==> config.mk <==
export PLATFORM = sky130hd
export DESIGN_NAME = seq_detect_system
export DESIGN_NICKNAME = d
export VERILOG_FILES = /design/src/rtl/seq_detect_pkg.sv /design/src/rtl/seq_detect_if.sv /design/src/rtl/seq_detect_system_detector.sv /design/src/rtl/seq_detect_system_generator.sv /design/src/rtl/seq_detect_system.sv
export SDC_FILE = /design/constraint.sdc
export NUM_CORES = 1
export LEC_CHECK = 0
export BUFFER_PORTS_ARGS = -buffer_cell sky130_fd_sc_hd__buf_2
export CORE_AREA = 5 5 42 44
export DETAILED_ROUTE_END_ITERATION = 10
export DIE_AREA = 0 0 47 49
export GPL_ROUTABILITY_DRIVEN = 0
export REMOVE_ABC_BUFFERS = 1
export SETUP_SLACK_MARGIN = 0.5
export SYNTH_ARGS = -nofsm -noshare
export SYNTH_HDL_FRONTEND = slang
export SYNTH_SLANG_ARGS = --single-unit
==> constraint.sdc <==
create_clock -name clk -period 1.4 [get_ports clk]
set_input_delay 0.14 -clock clk [delete_from_list [all_inputs] [get_ports clk]]
set_output_delay 0.14 -clock clk [all_outputs]
set_load 0.01 [all_outputs]
==> src/rtl/seq_detect_pkg.sv <==
// Shared types and constants for the pattern generator / 1011 detector demo block.
package seq_detect_pkg;

  localparam int unsigned PATTERN_LEN = 16;
  localparam logic [PATTERN_LEN-1:0] DEFAULT_PATTERN = 16'hB65C;

  typedef enum logic [2:0] {
    S0    = 3'd0,
    S1    = 3'd1,
    S10   = 3'd2,
    S101  = 3'd3,
    S1011 = 3'd4
  } det_state_t;

endpackage

==> src/rtl/seq_detect_if.sv <==
// Bit-stream bundle: generated stream x and match flag y.
interface seq_detect_if;

  logic x;
  logic y;

  modport master (output x, output y);
  modport slave  (input  x, input  y);

endinterface

==> src/rtl/seq_detect_system_detector.sv <==
// Moore FSM flagging each completed (overlapping) 1011 on the sampled input stream.
module sequence_detector
  import seq_detect_pkg::*;
(
  input  logic clk,
  input  logic reset,
  input  logic x,
  output logic y
);

  det_state_t r_state;
  det_state_t w_next;

  always_ff @(posedge clk) begin
    if (reset) begin
      r_state <= S0;
    end else begin
      r_state <= w_next;
    end
  end

  always_comb begin
    w_next = S0;
    unique case (r_state)
      S0:      w_next = x ? S1    : S0;
      S1:      w_next = x ? S1    : S10;
      S10:     w_next = x ? S101  : S0;
      S101:    w_next = x ? S1011 : S10;
      S1011:   w_next = x ? S1    : S10;
      // Unreachable encodings fall back to idle.
      default: w_next = S0;
    endcase
  end

  assign y = (r_state == S1011);

endmodule

==> src/rtl/seq_detect_system_generator.sv <==
// Rotating pattern source: emits PATTERN MSB first, repeating every PATTERN_LEN clocks.
module sequence_generator
  import seq_detect_pkg::*;
#(
  parameter logic [PATTERN_LEN-1:0] PATTERN = DEFAULT_PATTERN
) (
  input  logic clk,
  input  logic reset,
  output logic seq
);

  logic [PATTERN_LEN-1:0] r_sreg;

  always_ff @(posedge clk) begin
    if (reset) begin
      r_sreg <= PATTERN;
    end else begin
      r_sreg <= {r_sreg[PATTERN_LEN-2:0], r_sreg[PATTERN_LEN-1]};
    end
  end

  assign seq = r_sreg[PATTERN_LEN-1];

endmodule

==> src/rtl/seq_detect_system.sv <==
// Thin wrapper: generator stream feeds both the detector and the top-level x output.
module seq_detect_system
  import seq_detect_pkg::*;
#(
  parameter logic [PATTERN_LEN-1:0] PATTERN = DEFAULT_PATTERN
) (
  input  logic clk,
  input  logic reset,
  output logic x,
  output logic y
);

  seq_detect_if u_bus ();

  sequence_generator #(
    .PATTERN (PATTERN)
  ) u_gen (
    .clk   (clk),
    .reset (reset),
    .seq   (u_bus.x)
  );

  sequence_detector u_det (
    .clk   (clk),
    .reset (reset),
    .x     (u_bus.x),
    .y     (u_bus.y)
  );

  assign x = u_bus.x;
  assign y = u_bus.y;

endmodule

* Yosys cells after proc, flatten, opt, wreduce, memory -nomap -nowiden
Cells that the tools add are included.
Word-level totals: register bits after elaboration 19, input port bits 2
Operators by class: eq/ne operators 4, muxes and demuxes 5, reductions and logical operators 2
Operators with widths (count):
- $pmux W3 S4 | 1
- $eq A3 B2 Y1 const B | 2
- $mux W2 | 2
- $eq A3 B1 Y1 const B | 1
- $eq A3 B3 Y1 const B | 1
- $logic_not A3 Y1 | 1
- $mux W3 | 1
- $reduce_or A2 Y1 | 1
- $mux W1 | 1

* Longest topological paths before layout
Gate-level depths: netlist of run 1.
depth in word-level cells 3, depth in mapped cells 2

* Cells and area by module
Synthesis of run 1 repeated with hierarchy kept, for this count alone.
Second synthesis, totals: cells, all modules 45, area total of the unflattened synthesis 575.6 µm²
Modules (own cells, without submodules):
- sequence_generator | times used 1, cells each 33, area each 439.2 µm², sequential area each 320.3 µm²
- sequence_detector | times used 1, cells each 12, area each 136.4 µm², sequential area each 60.1 µm²

* Least setup slack after synthesis of run 1
Ideal clock, no wire load.
path kind register to register, start register u_gen.r_sreg[15], end register u_det.r_state[1], arrival 1.170 ns, path slack 0.156 ns, cell stages (with the launch flop) 3, clock period less this slack 1.244 ns, cells stage by stage dfxtp_1 > or4bb_2 > a31oi_2
Between the ends: longest elaborated chain between the ends 2
Ends and longest elaborated chain:
- start: declaration | RTL line seq_detect_system_generator.sv:12 | logic [PATTERN_LEN-1:0] r_sreg;
- start signal: assignment | RTL line seq_detect_system_generator.sv:18 | r_sreg <= {r_sreg[PATTERN_LEN-2:0], r_sreg[PATTERN_LEN-1]};
- $mux W2 (tied with other cells) | RTL line seq_detect_system_detector.sv:26, seq_detect_system_detector.sv:29
- $pmux W3 S4 * | RTL line seq_detect_system_detector.sv:24 | unique case (r_state)
- end signal: assignment | RTL line seq_detect_system_detector.sv:18 | r_state <= w_next;
- end: declaration | RTL line seq_detect_system_detector.sv:11 | det_state_t r_state;
Mark *: on every way between the ends. The rest lies on a longest branch, timed or not. A chain may end at the register's enable or synchronous reset.

* Final worst setup path of run 1
start register u_det.r_state[1], end output y
Between the ends: longest elaborated chain between the ends 1
Ends and longest elaborated chain:
- $eq A3 B3 Y1 | RTL line seq_detect_system_detector.sv:35 | assign y = (r_state == S1011);
- end: declaration | RTL line seq_detect_system.sv:10 | output logic y
No other way between the ends.

==> results of run 1 <==
[layer usage]
| layer | part of all wire, % | wire [um] | vias up | GRT usage, % |
|---|---|---|---|---|
| li1 | - | - | 165 | - |
| met2 | 37 | 253 | 6 | 9.05 |
| met4 | 0 | 0 | 0 | 1.38 |
| met3 | 6.4 | 44 | 0 | 5.54 |
| met1 | 57 | 393 | 129 | 10.8 |
| met5 | 0 | 0 | - | 0 |
[layout make-up]
type	instances	area, um2	area share [%]
clock buffers	3	22.5	3.30
repair buffers	6	47.5	6.97
well taps	16	20.0	2.94
multi-input cells	25	193	28.3
clock inverters	1	5.00	0.734
flip-flops and latches	19	390	57.2
inverters	1	3.75	0.550
[where the power goes]
group	internal, W	total, W	leakage (nW)	switching (W)
clock	0.000106	0.000255	0.0177	0.000149
combinational	0.0000301	0.0000487	0.101	0.0000185
sequential	0.000572	0.000584	0.160	0.0000125
total	0.000708	0.000888	0.279	0.000180
[flip-flops by register name, summed over array words and instances, names as in the netlist]
signal and flops:
u_gen.r_sreg 16, u_det.r_state 3
[Yosys cell counts]
cell type / n / area [um2]
dfxtp_1: 19 / 380
or2_2: 9 / 56.3
nor2b_1: 6 / 37.5
a31oi_2: 1 / 12.5
clkbuf_1: 1 / 3.75
inv_1: 1 / 3.75
maj3_1: 1 / 10.0
nand2_1: 1 / 3.75
nand2b_1: 1 / 6.26
nor2_1: 1 / 3.75
nor3_1: 1 / 5.00
nor3b_1: 1 / 7.51
or3b_2: 1 / 8.76
or4b_2: 1 / 10.0
or4bb_2: 1 / 12.5
[cell families after synthesis]
logic type	share of synthesized area (%)
buffers and inverters	1.34
DFF	67.7
AOI/OAI and AO/OA	2.23
adders and majority gates	1.78
and+or+nand+nor	26.9
[repair_timing]
item	4_1_cts	5_1_grt
resized for setup	10	3
setup buffers	3	0
setup endpoints to repair	3	4
pin swaps	2	4
[how the worst max path moves through the flow]
stage                                 from                           to  cells past startpoint
3_5_place_dp   u_gen.r_sreg[15]$_SDFF_PP1_  u_det.r_state[1]$_SDFF_PP0_                      2
6_report       u_det.r_state[1]$_SDFF_PP0_                            y                      3
4_1_cts        u_det.r_state[1]$_SDFF_PP0_                            y                      3
3_3_place_gp   u_gen.r_sreg[15]$_SDFF_PP1_  u_det.r_state[1]$_SDFF_PP0_                      2
2_1_floorplan  u_gen.r_sreg[15]$_SDFF_PP1_  u_det.r_state[1]$_SDFF_PP0_                      2
5_1_grt        u_det.r_state[1]$_SDFF_PP0_                            y                      3
[stage by stage]
stage	util [%]	std cells	hold slack (ns)	total power, W	worst slack (ns)
after CTS	47.9	71	0.188	0.000904	0.245
final	48.7	71	0.177	0.000888	0.216
after global routing	48.7	71	0.197	0.000942	0.146
after detailed placement	42.3	64	0.394	0.000635	0.171
after global placement	42.3	64	0.391	0.000634	0.161
after floorplan	-	45	0.206	0.000620	0.156
[critical path: cells and delay by family, from the launching register on]
family | cells | cell delay, ns
simple gates | 1 | 0.16
flops | 1 | 0.34
buf+inv | 2 | 0.27
==> impl_results.md, run 1 <==
* Worst EP arrival at between 1 and 1.5 ns
* CP Class: register to output port
* Mapped cell area at around 560 um2
* Worst-Skew Late Latency at approximately 0.28 ns
* Relative slew margins at a little over four fifths
* Max Slew Vio Count at 0
* Post-Route WL at a little under 700 um
* DRT antenna net count at 0
* Layout cells sized above 1 at approximately 53%
* Design area at between 600 and 700 um2
* Largest net degree at the start of global routing at 18
* Worst reg2reg setup slack at 0.28 ns
* CTS Root Cell: clkbuf_4
* Clock Path Buffers at 2
* Die Span X at 47 um
* Maximum VDD drop at a little under 0.8 mV
* Clock Skews at between 0.0005 and 0.0006 ns
* Height of the die at approximately 49 um
* Row count at 14
* Remaining Overflow, GRT at 0
* Mean Syn Cell Area at roughly 12 um2
* Vias in the first global route at a little under 300
* Port Buf Inserts at 3
* CP Data Required Time at ~1.3 ns
* Residual DRC at 0
* Hold path cells at 2
* Final Hold Vio Count at 0
* Worst r2r src: u_det.r_state[1]$_SDFF_PP0_
* Commonest non-fill, non-tap cell in the layout: dfxtp_1
* Layout Area Growth over Synthesis at 21.4%
* R2R depth at 3
* P per Cell Area at 1300 nW/um2
* Wire per inst at slightly below 10 um
* Drt first pass iters at 1
* Cts hold-fix bufs at 0
* CP Launch Type: register
* CTS tree: built
* Count of cell types in the netlist at 15
* Worst setup EP type: output port
* Crit path cell chain: buf_6 > nor3b_4 > buf_2
* H-tree depth at 1
* Diode count at 0
* Final setup violation count at 0
* Final nets at 58
* Vias per std cell at about 4.2
* Seq/Total Area, Yosys at between 60% and 70%
* Min Clock Period, post-route at roughly 1.2 ns
* Core Area at 1400 um2
* Tightest Pin Transition at about 0.25 ns
* CP max FO at 4
* HP Start: reset
* Clock Sinks at 19
* Fmax at 844 MHz
* Yosys synthesis warning count at 0
* Largest stage delay, worst path at around 0.34 ns
* Total Routing Usage GR at 7.53%
* Hold EP: u_det.r_state[1]$_SDFF_PP0_
* Period utilization at between 80% and 90%
* #FFs+latches synth at 19
* Via count at 300
* Status: finished, final reports clean
* Syn Inst Count at 46
* Placed Area at between 500 and 600 um2
* Setup TNS at 0 ns
* Slowest CP cell: dfxtp_2
* Die area at 2300 um2
* 1st-iter DRT viols at 0
* Clock transition at path regs at approximately 0.1 ns
* Initial Util at about two fifths
* First-pass GRT wire length at about 1200 um
* Commonest non-fill, non-tap cells in the layout: dfxtp_1 (15), or2_2 (9), nor2b_1 (6)
* I/O pins at 4
* RSZ-0062 raised after global routing: yes
* Fill count at roughly 130
* Static Leak at roughly 0.28 nW
* Max Cap Viol at 0
* Initial antenna violation count at 0
* CTS buffer count at 3
* Worst min path class: input pin to register
* R2R Path End: u_det.r_state[1]$_SDFF_PP0_
* Final HPWL DP at just under 400 um
Power figures use the tool's default switching activity.
==> run 2: changes to the inputs <==
==> constraint.sdc (replaced) <==
create_clock -name clk -period 1.2 [get_ports clk]
set_input_delay 0.12 -clock clk [delete_from_list [all_inputs] [get_ports clk]]
set_output_delay 0.12 -clock clk [all_outputs]
set_load 0.01 [all_outputs]
==> run 2 against run 1 <==
Against the previous run:
- the run now ends with setup timing left
- register-to-register slack got worse by 0.30 ns
- first-iteration DRC count increased by 1
- sequential share of layout area down 4.9 points
- largest cell class unchanged
- largest power group unchanged
==> impl_results.md, run 2 (synthesis results as in run 1) <==
* Biggest regs: u_gen.r_sreg: 16 flops, u_det.r_state: 3 flops
* CTS buffer count at 3 (unchanged)
* P per Cell Area at 1440 nW/um2 (+11%)
* Worst min path class: input pin to register
* Max Cap Viol at 0 (unchanged)
* DRT antenna net count at 0 (unchanged)
* CTS tree: built
* Die Span X at 47 um (unchanged)
* Relative slew margins at 82.9% (-0.77 points)
* Placed Area at 623 um2 (+5.1%)
* Residual DRC at 0 (unchanged)
* Maximum VDD drop at 0.761 mV (-2.9%)
* Total Routing Usage GR at 8.49% (+0.96 points)
* Clock transition at path regs at 0.10 ns (about the same)
* Fmax at a little over 800 MHz
* Final HPWL DP at 412 um (+4.2%)
* Clock Skews at 0.000816 ns (+0.000278 ns)
* Failing checks: setup timing
* Largest net degree at the start of global routing at 18 (unchanged)
* Commonest non-fill, non-tap cells in the layout: dfxtp_1 (14), or2_2 (8), nor2b_1 (6), buf_6 (6), dfxtp_2 (4)
* FF+latch area at 389 um2 (-0.32%)
* # placed instances at 68 (+6.3%)
* Via count at 338 (+13%)
* Final nets at 63 (+8.6%)
* Max reg flops at 16 (unchanged)
* Worst EP arrival at 1.44 ns (+0.40 ns)
* First-pass GRT wire length at 1380 um (+14%)
* CP max FO at 4 (unchanged)
* Non-filler cells, final at 76 (+7.0%)
* Min Clock Period, post-route at 1.22 ns
* Initial antenna violation count at 0 (unchanged)
* Clock Sinks at 19 (unchanged)
* Commonest non-fill, non-tap cell in the layout: dfxtp_1
* CP Launch Type: register
* Cts hold-fix bufs at 0 (unchanged)
* Multi-input gate area at 204 um2 (+5.8%)
* Die area at 2300 um2 (unchanged)
* Worst-Skew Late Latency at 0.28 ns (about the same)
* Diode count at 0 (unchanged)
* Largest Register: u_gen.r_sreg
* CP Data Required Time at 1.42 ns (+0.16 ns)
* Layout cells sized above 1 at 58.3% (+5.6 points)
* Worst setup EP type: register
* Setup TNS at -0.0194 ns (-0.0194 ns)
* Core Area at 1400 um2 (unchanged)
* Row count at 14 (unchanged)
* Clock Path Buffers at 2 (unchanged)
* Final Hold Vio Count at 0 (unchanged)
* 1st-iter DRT viols at 1 (+1)
* Port Buf Inserts at 3 (unchanged)
* Fill count at 133 (+1.5%)
* Design area at 743 um2 (+9.0%)
* Status: finished, violations left
* Worst hold slack at 0.168 ns (-0.00970 ns)
* Slowest CP cell: or4bb_4
* I/O pins at 4 (unchanged)
* Period utilization at 102%
* Final setup violation count at 1 (+1)
* Vias per std cell at 4.45 (+5.3%)
* Layout Area Growth over Synthesis at 32.3%
* Vias in the first global route at 322 (+11%)
* Post-Route WL at 895 um (+29%)
* Height of the die at 49 um (unchanged)
* Remaining Overflow, GRT at 0 (unchanged)
* Wire per inst at 11.8 um (+21%)
* Max Slew Vio Count at 0 (unchanged)
* CTS Root Cell: clkbuf_4
* Initial Util at 40.1% (unchanged)
* CP Class: register to register
* H-tree depth at 1 (unchanged)
* Crit path cell chain: buf_4 > or4bb_4 > a31oi_2
* RSZ-0062 raised after global routing: yes
* Final worst setup slack at -0.0194 ns (-0.235 ns)
* Tightest Pin Transition at 0.257 ns (+0.0115 ns)
* Static Leak at 0.309 nW (+11%)
* Largest stage delay, worst path at 0.51 ns (+0.17 ns)
* Drt first pass iters at 2 (+1)
-- run 2: path summary, 6_finish.rpt --
| path | start | end | slack [ns] | cells past startpoint |
|---|---|---|---|---|
| worst max-delay path | u_det.r_state[2]$_SDFF_PP0_ | u_det.r_state[1]$_SDFF_PP0_ | -0.02 | 3 |
| worst min register to register | u_gen.r_sreg[11]$_SDFF_PP0_ | u_gen.r_sreg[12]$_SDFF_PP1_ | 0.42 | 1 |
| worst max register to register | u_det.r_state[2]$_SDFF_PP0_ | u_det.r_state[1]$_SDFF_PP0_ | -0.02 | 3 |
| worst min-delay path | reset | u_det.r_state[1]$_SDFF_PP0_ | 0.17 | 2 |
-- run 2: metrics by stage --
| step | utilization (%) | worst slack [ns] | power (W) |
|---|---|---|---|
| after global placement | 44.5 | 0.0171 | 0.000750 |
| after CTS | 49.5 | 0.0207 | 0.00108 |
| after global routing | 53.0 | -0.0620 | 0.00113 |
| final | 53.0 | -0.0194 | 0.00107 |
| after detailed placement | 44.5 | -0.00700 | 0.000749 |
| after floorplan | - | -0.0440 | 0.000724 |
-- run 2: cell type report --
class / instances / share of cell area [%]
Clock buffer: 4 / 3.54
Multi-Input combinational cell: 25 / 27.4
Inverter: 1 / 0.505
Sequential cell: 19 / 52.4
Timing Repair Buffer: 11 / 13.5
Tap cell: 16 / 2.69
-- run 2: power breakdown --
| part | internal [W] | total (W) | switching (W) |
|---|---|---|---|
| clock network | 0.000129 | 0.000306 | 0.000177 |
| logic | 0.0000542 | 0.0000845 | 0.0000303 |
| registers | 0.000669 | 0.000683 | 0.0000141 |
| total | 0.000852 | 0.00107 | 0.000221 |
-- run 2: critical path: cells and delay by family (launching register included) --
kind            cells  cell delay [ns]
buf+inv             1             0.13
compound gates      1             0.16
simple gates        1             0.51
flops               1             0.35
-- run 2: routing by layer --
layer	vias up	part of all wire (%)	global-route usage [%]
li1	174	-	-
met1	161	48	10.5
met2	3	49	11.8
met3	0	2.9	3.32
met4	0	0	5.53
met5	-	0	0
-- run 2: repair_timing --
| item | in CTS | in global routing |
|---|---|---|
| pin swaps | 2 | 2 |
| setup endpoints to repair | 6 | 7 |
| resized for setup | 11 | 9 |
| buffers inserted | 1 | 3 |
| endpoints found under the hold margin | 0 | 0 |
==> run 3: changes to the inputs <==
--- a/config.mk
+++ b/config.mk
@@ -5,13 +5,12 @@
 export SDC_FILE = /design/constraint.sdc
 export NUM_CORES = 1
 export LEC_CHECK = 0
-export BUFFER_PORTS_ARGS = -buffer_cell sky130_fd_sc_hd__buf_2
 export CORE_AREA = 5 5 42 44
 export DETAILED_ROUTE_END_ITERATION = 10
 export DIE_AREA = 0 0 47 49
+export DONT_BUFFER_PORTS = 1
 export GPL_ROUTABILITY_DRIVEN = 0
 export REMOVE_ABC_BUFFERS = 1
-export SETUP_SLACK_MARGIN = 0.5
 export SYNTH_ARGS = -nofsm -noshare
 export SYNTH_HDL_FRONTEND = slang
 export SYNTH_SLANG_ARGS = --single-unit
==> run 3 against run 2 <==
Against the previous run:
- first-iteration DRC count is the same
- maximum frequency up 5.3%
- final cell count is 2.6% higher
- routed wire length grew 5.0%
- largest power group unchanged
- utilization stayed put
- non-clock buffer count grew 2
- the run now ends clean
- clock-buffer cell count unchanged
- setup slack better by 0.061 ns
- clock skew up 0.0066 ns
- register-to-register slack better by 0.09 ns
- cell area unchanged
==> impl_results.md, run 3 (synthesis results as in run 1) <==
* Status: finished, final reports clean
* Diode count at 0 (unchanged)
* Tightest Pin Transition at 0.293 ns (+0.0365 ns)
* Via count at 352 (+4.1%)
* CP Launch Type: register
* Final nets at 65 (+3.2%)
* Wire per inst at 12.1 um (+2.3%)
* Remaining Overflow, GRT at 0 (unchanged)
* R2R Path End: u_det.r_state[1]$_SDFF_PP0_
* Share of the core filled with cells at 53.0% (unchanged)
* Residual DRC at 0 (unchanged)
* Clock Skews at 0.00742 ns (+0.00660 ns)
* Vias per std cell at 4.51 (+1.5%)
* H-tree depth at 1 (unchanged)
* Worst reg2reg setup slack at 0.07 ns (+0.09 ns)
* Layout cells sized above 1 at 41.9% (-16 points)
* Crit path to: y
* Height of the die at 49 um (unchanged)
* Row count at 14 (unchanged)
* Min Clock Period, post-route at 1.16 ns (-0.0610 ns)
* Clock Sinks at 19 (unchanged)
* Fill count at 124 (-6.8%)
* CP Class: register to output port
* Clock transition at path regs at 0.10 ns (about the same)
* Final HPWL DP at 584 um (+42%)
* Static Leak at 0.306 nW (-1.2%)
* Largest Register: u_gen.r_sreg
* Initial Util at 40.1% (unchanged)
* Final setup violation count at 0 (-1)
* Core Area at 1400 um2 (unchanged)
* 1st-iter DRT viols at 1 (unchanged)
* Max Slew Vio Count at 0 (unchanged)
* Die Span X at 47 um (unchanged)
* Worst min path class: input pin to register
* Maximum VDD drop at 0.668 mV (-12%)
* Final worst setup slack at 0.0415 ns (+0.0610 ns)
* Commonest non-fill, non-tap cells in the layout: dfxtp_1 (16), or2_2 (9), dlygate4sd3_1 (7)
* Clock Path Buffers at 2 (unchanged)
* Worst-Skew Late Latency at 0.29 ns (about the same)
* Max Cap Viol at 0 (unchanged)
* Worst setup EP type: output port
* Period utilization at 96.5% (-5.1 points)
* Drt first pass iters at 4 (+2)
* CP max FO at 4 (unchanged)
* Fmax at 863 MHz (+5.3%)
* Largest net degree at the start of global routing at 18 (unchanged)
* Final Hold Vio Count at 0 (unchanged)
* CTS tree: built
* CTS buffer count at 3 (unchanged)
* R2R depth at 2 (-1)
* Worst EP arrival at 1.04 ns (-0.40 ns)
* Vias in the first global route at 351 (+9.0%)
* I/O pins at 4 (unchanged)
* Biggest regs: u_gen.r_sreg: 16 flops, u_det.r_state: 3 flops
* Relative slew margins at 80.4% (-2.5 points)
* RSZ-0062 raised after global routing: yes
* CP Data Required Time at 1.08 ns (-0.34 ns)
* CP Launch Point: u_det.r_state[2]$_SDFF_PP0_
* DRT antenna net count at 0 (unchanged)
* Port Buf Inserts at 0 (-3)
* First-pass GRT wire length at 1480 um (+7.0%)
* Layout Area Growth over Synthesis at 32.3% (unchanged)
* Total Routing Usage GR at 8.94% (+0.45 points)
* CTS Root Cell: clkbuf_4
* Post-Route WL at 940 um (+5.0%)
* Worst r2r src: u_det.r_state[1]$_SDFF_PP0_
* P per Cell Area at 1440 nW/um2 (-0.14%)
* Initial antenna violation count at 0 (unchanged)
* Placement Setup Slack at -0.0834 ns (-0.0764 ns)
* Max reg flops at 16 (unchanged)
* Commonest non-fill, non-tap cell in the layout: dfxtp_1
* Die area at 2300 um2 (unchanged)
-- run 3: cell types whose count changed in the layout (fill, tap and decap cells not counted), sizes merged --
cell / change
buf: -5
dlygate4sd3: +7
-- run 3: per-stage QoR --
step	hold WS (ns)	cells	power, W	area, um2	TNS, ns
final	0.0548	78	0.00107	743	0
after global routing	0.0836	78	0.00112	743	-0.0221
after CTS	-0.114	76	0.00107	708	-0.0749
after detailed placement	0.195	66	0.000747	616	-0.0834
after global placement	0.188	66	0.000741	616	0
after floorplan	0.186	45	0.000724	558	-0.0440
-- run 3: power breakdown --
group,total [W],switching (W),internal [W]
logic,0.0000835,0.0000275,0.0000559
clock network,0.000306,0.000177,0.000129
registers,0.000682,0.0000125,0.000669
-- run 3: metal layers --
layer  up-vias  global-route usage [%]  part of all wire, %
li1        179                       -                    -
met1       168                    10.6                   47
met2         3                    13.6                   49
met3         2                    2.58                  3.6
met4         0                    5.53                 0.53
met5         -                       0                    0
-- run 3: worst min path at each step --
stage,cells past startpoint,slack (ns),start,end
after floorplan,1,0.19,reset,u_det.r_state[1]$_SDFF_PP0_
after global placement,1,0.19,reset,u_det.r_state[1]$_SDFF_PP0_
after detailed placement,1,0.19,reset,u_gen.r_sreg[14]$_SDFF_PP0_
after CTS,1,-0.11,reset,u_det.r_state[1]$_SDFF_PP0_
after global routing,2,0.08,reset,u_det.r_state[2]$_SDFF_PP0_
final,2,0.05,reset,u_det.r_state[0]$_SDFF_PP0_
-- run 3: critical path, stage by stage (launching register included) --
cell and delay (ns):
dfxtp_1 0.39, buf_4 0.14, nor3b_4 0.22
-- run 3: area by class of cell --
cell class / instances / area, um2 / share of cell area (%)
multi-input combinational: 25 / 194 / 26.1
inverter: 1 / 3.75 / 0.505
timing repair buffer: 13 / 115 / 15.5
sequential: 19 / 384 / 51.7
clock buffer: 4 / 26.3 / 3.54
tap: 16 / 20.0 / 2.69
-- run 3: timing repair --
item / in CTS / in global routing
hold endpoints to repair: 16 / 10
hold buffers: 6 / 1
pin swaps: 0 / 1
resized for setup: 2 / 6
setup buffers: 0 / 1
endpoints found under the setup margin: 2 / 2
